<file path="src/rtl/rv32i_mc_ctrl.sv">
// rv32i_mc_ctrl: multi-cycle control FSM for the RV32I core.
// The state register updates on posedge clka. The datapath captures on ~clka.
module rv32i_mc_ctrl #(
    parameter logic [3:0] RESET_STATE = 4'd0
) (
    input  logic       clka,
    input  logic       rst_n,
    input  logic [6:0] opcode,
    input  logic [2:0] funct3,
    input  logic       funct7_5,
    input  logic       ZF,
    input  logic       LT,
    input  logic       LTU,
    output logic       PC_write,
    output logic       IR_write,
    output logic       PC0_Write,
    output logic [1:0] PC_S,
    output logic       Reg_Write,
    output logic       Mem_Write,
    output logic [3:0] ALU_OP,
    output logic       B_s,
    output logic       A_s,
    output logic [1:0] W_s,
    output logic       illegal,
    output logic [3:0] state
);
    typedef enum logic [3:0] {
        S_IDLE = 4'd0, S_FETCH = 4'd1, S_DEC = 4'd2, S_REXE = 4'd3, S_IEXE = 4'd4,
        S_WB = 4'd5, S_LUI = 4'd6, S_ADDR = 4'd7, S_LD = 4'd8, S_LDWB = 4'd9,
        S_ST = 4'd10, S_BR = 4'd11, S_JAL = 4'd12, S_JALR = 4'd13
    } state_e;

    state_e     state_q, state_d;
    logic       illegal_q, illegal_d;
    logic [3:0] alu_op_q;
    logic       b_s_q;
    logic       br_taken;

    // Low funct3 bit inverts the sense. 010 and 011 are never taken.
    assign br_taken = funct3[2] ? ((funct3[1] ? LTU : LT) ^ funct3[0])
                                : (!funct3[1] && (ZF ^ funct3[0]));
    assign state    = state_q;
    assign illegal  = illegal_q;

    always_ff @(posedge clka or negedge rst_n) begin
        if (!rst_n) begin
            state_q   <= state_e'(RESET_STATE);
            illegal_q <= 1'b0;
            alu_op_q  <= 4'd0;
            b_s_q     <= 1'b0;
        end else begin
            state_q   <= state_d;
            illegal_q <= illegal_d;
            alu_op_q  <= ALU_OP;
            b_s_q     <= B_s;
        end
    end

    always_comb begin
        state_d   = S_FETCH;
        illegal_d = illegal_q;
        PC_write  = 1'b0;
        IR_write  = 1'b0;
        PC0_Write = 1'b0;
        PC_S      = 2'd0;
        Reg_Write = 1'b0;
        Mem_Write = 1'b0;
        ALU_OP    = 4'd0;
        B_s       = 1'b0;
        A_s       = 1'b0;
        W_s       = 2'd0;
        case (state_q)
            S_FETCH: begin
                IR_write  = 1'b1;
                PC_write  = 1'b1;
                PC0_Write = 1'b1;
                state_d   = S_DEC;
            end
            S_DEC: begin
                case (opcode)
                    7'b0110011:             state_d = S_REXE;
                    7'b0010011:             state_d = S_IEXE;
                    7'b0000011, 7'b0100011: state_d = S_ADDR;
                    7'b0110111:             state_d = S_LUI;
                    7'b1100011:             state_d = S_BR;
                    7'b1101111:             state_d = S_JAL;
                    7'b1100111:             state_d = S_JALR;
                    default:                illegal_d = 1'b1;
                endcase
            end
            S_REXE: begin
                ALU_OP  = {funct7_5, funct3};
                state_d = S_WB;
            end
            S_IEXE: begin
                B_s     = 1'b1;
                ALU_OP  = {funct3 == 3'b101 && funct7_5, funct3};
                state_d = S_WB;
            end
            S_WB: begin
                Reg_Write = 1'b1;
                ALU_OP    = alu_op_q;
                B_s       = b_s_q;
            end
            S_LUI: begin
                Reg_Write = 1'b1;
                W_s       = 2'd2;
            end
            S_ADDR: begin
                B_s     = 1'b1;
                state_d = opcode[5] ? S_ST : S_LD;
            end
            S_LD: begin
                ALU_OP  = alu_op_q;
                B_s     = b_s_q;
                state_d = S_LDWB;
            end
            S_LDWB: begin
                Reg_Write = 1'b1;
                W_s       = 2'd1;
            end
            S_ST: begin
                Mem_Write = 1'b1;
                ALU_OP    = alu_op_q;
                B_s       = b_s_q;
            end
            S_BR: begin
                ALU_OP    = 4'b1000;
                PC_write  = br_taken;
                PC_S      = {1'b0, br_taken};
                illegal_d = illegal_q | (funct3[2:1] == 2'b01);
            end
            S_JAL: begin
                PC_write  = 1'b1;
                PC_S      = 2'd1;
                Reg_Write = 1'b1;
                W_s       = 2'd3;
            end
            S_JALR: begin
                B_s       = 1'b1;
                PC_write  = 1'b1;
                PC_S      = 2'd2;
                Reg_Write = 1'b1;
                W_s       = 2'd3;
            end
            default: ;
        endcase
    end
endmodule
</file>
<file path="config.mk">
export PLATFORM = sky130hd
export DESIGN_NAME = rv32i_mc_ctrl
export DESIGN_NICKNAME = d
export VERILOG_FILES = /design/src/rtl/rv32i_mc_ctrl.sv
export SDC_FILE = /design/constraint.sdc
export NUM_CORES = 1
export LEC_CHECK = 0
export ABC_AREA = 1
export CORE_MARGIN = 1
export CORE_UTILIZATION = 60
export CTS_CLUSTER_DIAMETER = 40
export DETAILED_ROUTE_END_ITERATION = 7
export DONT_BUFFER_PORTS = 1
export PLACE_DENSITY = 0.77
export SLEW_MARGIN = 20
export SYNTH_ARGS = -nofsm -noshare
export SYNTH_HDL_FRONTEND = slang
export SYNTH_SLANG_ARGS = --single-unit
</file>
<file path="constraint.sdc">
create_clock -name clka -period 3.6 [get_ports clka]
set_clock_uncertainty 0.1 [all_clocks]
set_input_delay 1.08 -clock clka [delete_from_list [all_inputs] [get_ports clka]]
set_output_delay 1.08 -clock clka [all_outputs]
set_load 0.05 [all_outputs]
</file>
==> impl_metrics.tcl <==
set metrics [dict create \
    slowest_stage "dfrtp_1" \
    max_cap_viol_count 0 \
    ys_seq_area_share_pct 31.0 \
    drive_above_1_share_pct 17.8 \
    p_sw_uw 532 \
    synth-simple-area-share_pct 44.0 \
    cp_max_fo 6 \
    crit_family "flip-flops" \
    synth_edf_count 0 \
    synth_compound_area_share_pct 12.4 \
    run_status "finished clean" \
    port_buffers 0 \
    pre_cts_ws_ns 0.490 \
    grt_max_degree 11 \
    cp_slowest_stage_delay_ns 0.67 \
    cts_resized 0 \
    num_antenna_cells 0 \
    fin_crit_ns 3.21 \
    rows 12 \
    via_count 849 \
    synthCells 134 \
    final_cells 160 \
    slew_headroom_pct 62.8 \
    final_common_cell "nand2_1" \
    fin_setup_tns_ns 0 \
    fin_ws_ns 0.390 \
    synthFlopType "dfrtp_1" \
    routed_wl_mm 1.85 \
    gp_congestion 0.769 \
    cts_sinks 10 \
    cts_buffers 3 \
    ys_ff_latch 10 \
    cp_data_arrival_time_ns 2.03 \
    hold_viol 0 \
    wl_per_cell_um 11.6 \
    cts_hold_repair.buffers 0 \
    ctsHtreeMaxLevel 1 \
    firstDrtPassIters 4 \
    synthXorXnorAreaFrac_pct 0 \
    rsz0062_at_grt "false" \
    initial_core_util_pct 68.9 \
    pwr-share-clk_pct 11.6 \
    track_usage_pct 30.3 \
    chipHeight_um 38.7 \
    crit_path_start_kind "flip-flop" \
    r2r_slack_ns 1.43 \
    yosys_warnings 0 \
    timing.fmax_mhz 311 \
    hp-class "in2async" \
    synth.net_count 150 \
    clkTransAtPathRegs_ns 0.07 \
    maxSlewViolCount 0 \
    combPwrFrac_pct 64.3 \
    crit_chain "buf_4 -> inv_2 -> nand2_2 -> inv_2 -> nand2_2 -> o21ai_2 -> nand2_1 -> nand3_1" \
    syn_area_um2 807 \
    p_leak_uw 0.000513 \
    viasPerCell 5.31 \
    drc_errors 0 \
    dieArea_mm2 0.00150 \
    avgSynthCellArea_um2 6.02 \
    ant_nets 0 \
    synth-async-reset-ratio_pct 100 \
    cp.required_ns 2.42 \
    p_int_uw 358 \
    drtIter0Drc 14 \
    synthMuxAreaShare_pct 0 \
    critical_path_class "reg2out" \
    tightestPinTransition_ns 0.556 \
    antenna_found_initial 0 \
    syn_to_final_growth_pct 15.7 \
    mostFrequentLayoutCells "40 x nand2_1, 22 x nor2_1, 20 x inv_1" \
    fin_worst_hold_slack_ns 0.394 \
    dp_hpwl_mm 1.48 \
    grt_pass1_vias 760 \
    grt-ovfl-total 0 \
    finalNetCount 163 \
    clk_path_buf_depth 2 \
    clk_latency_ns 0.27 \
    ios 36 \
    fillers 97 \
    synth_top_family_by_area "simple AND/OR/NAND/NOR gates" \
    core_mm2 0.00117 \
    cts_root_buf "clkbuf_4" \
    p_seq_share_pct 24.1 \
    grt_pass1_wl_mm 3.08 \
    worstSetupEndpointType "output port" \
    die_w_um 38.7 \
    cts_tree "built" \
    synth_fa_ha_area_share_pct 0 \
    ys_types 22 \
    ir_drop_v 0.000504 \
    power_density_mw_per_mm2 953 \
    setup_viol_count_final 0 \
    placedCellCount 156 \
    post-cts-setup-buffers 0 \
    p_sw_share_pct 59.8 \
    post-route-period-util_pct 89.2 \
    path_buf_inv 3 \
]
-- metal layers --
| metal | part of all wire (%) | track usage (%) |
|---|---|---|
| met2 | 48 | 50.8 |
| met3 | 8.6 | 14.5 |
| met1 | 42 | 35.5 |
| met4 | 0.86 | 4.31 |
| met5 | 0 | 0 |
-- synth_stat cells, types with 2 or more instances --
cell type | number | area [µm²]
nand2_2 | 4 | 25.0
nor2_1 | 22 | 82.6
nand3_1 | 10 | 50.1
nand2_1 | 40 | 150
nor2_2 | 2 | 12.5
a31oi_1 | 2 | 12.5
dfrtp_1 | 10 | 250
buf_4 | 2 | 15.0
a21oi_1 | 3 | 15.0
inv_2 | 2 | 7.51
inv_1 | 20 | 75.1
o21ai_0 | 7 | 35.0
-- registers in the layout, indices dropped and copies added, names as in the netlist --
register / count
b_s_q: 1
alu_op_q: 4
state: 4
illegal: 1
-- final cells by class --
cell class	count	area (µm²)	area share (%)
multi-input cells	100	459	49.2
clock buffers	4	36.3	3.89
well taps	14	17.5	1.88
repair buffers	10	87.6	9.38
inverters	22	82.6	8.85
flip-flops and latches	10	250	26.8
-- final timing paths --
| check | startpoint | endpoint | cells past startpoint |
|---|---|---|---|
| worst max-delay path | state[1] | B_s | 8 |
| worst min-delay path | rst_n | state[3] | 0 |
| worst max register to register | state[1] | b_s_q | 8 |
| worst min register to register | alu_op_q[3] | alu_op_q[3] | 2 |
| max in group asynchronous | rst_n | alu_op_q[1] | 0 |
| min in group clka | alu_op_q[3] | alu_op_q[3] | 2 |
-- power by group through the flow --
stage / registers (µW) / logic, µW / clock network [µW]
final: 214 / 572 / 103
after floorplan: 247 / 415 / 0
after detailed placement: 216 / 567 / 0
after global routing: 219 / 611 / 113
after CTS: 215 / 573 / 102
after global placement: 215 / 561 / 0
-- kinds of logic (layout without fill, tap and decap cells) --
logic type	after synthesis	count (layout)
AND/OR/NAND/NOR	82	82
flip-flops	10	10
other	1	1
buffers and inverters	24	36
AO/OA/AOI/OAI	17	17
-- stage by stage --
stage | power (µW) | area (µm²) | utilization [%]
2_1_floorplan | 663 | 807 | -
3_3_place_gp | 776 | 897 | 76.6
3_5_place_dp | 783 | 897 | 76.6
4_1_cts | 890 | 933 | 79.7
5_1_grt | 943 | 933 | 79.7
6_report | 890 | 933 | 79.7
Power figures use the tool's default switching activity.
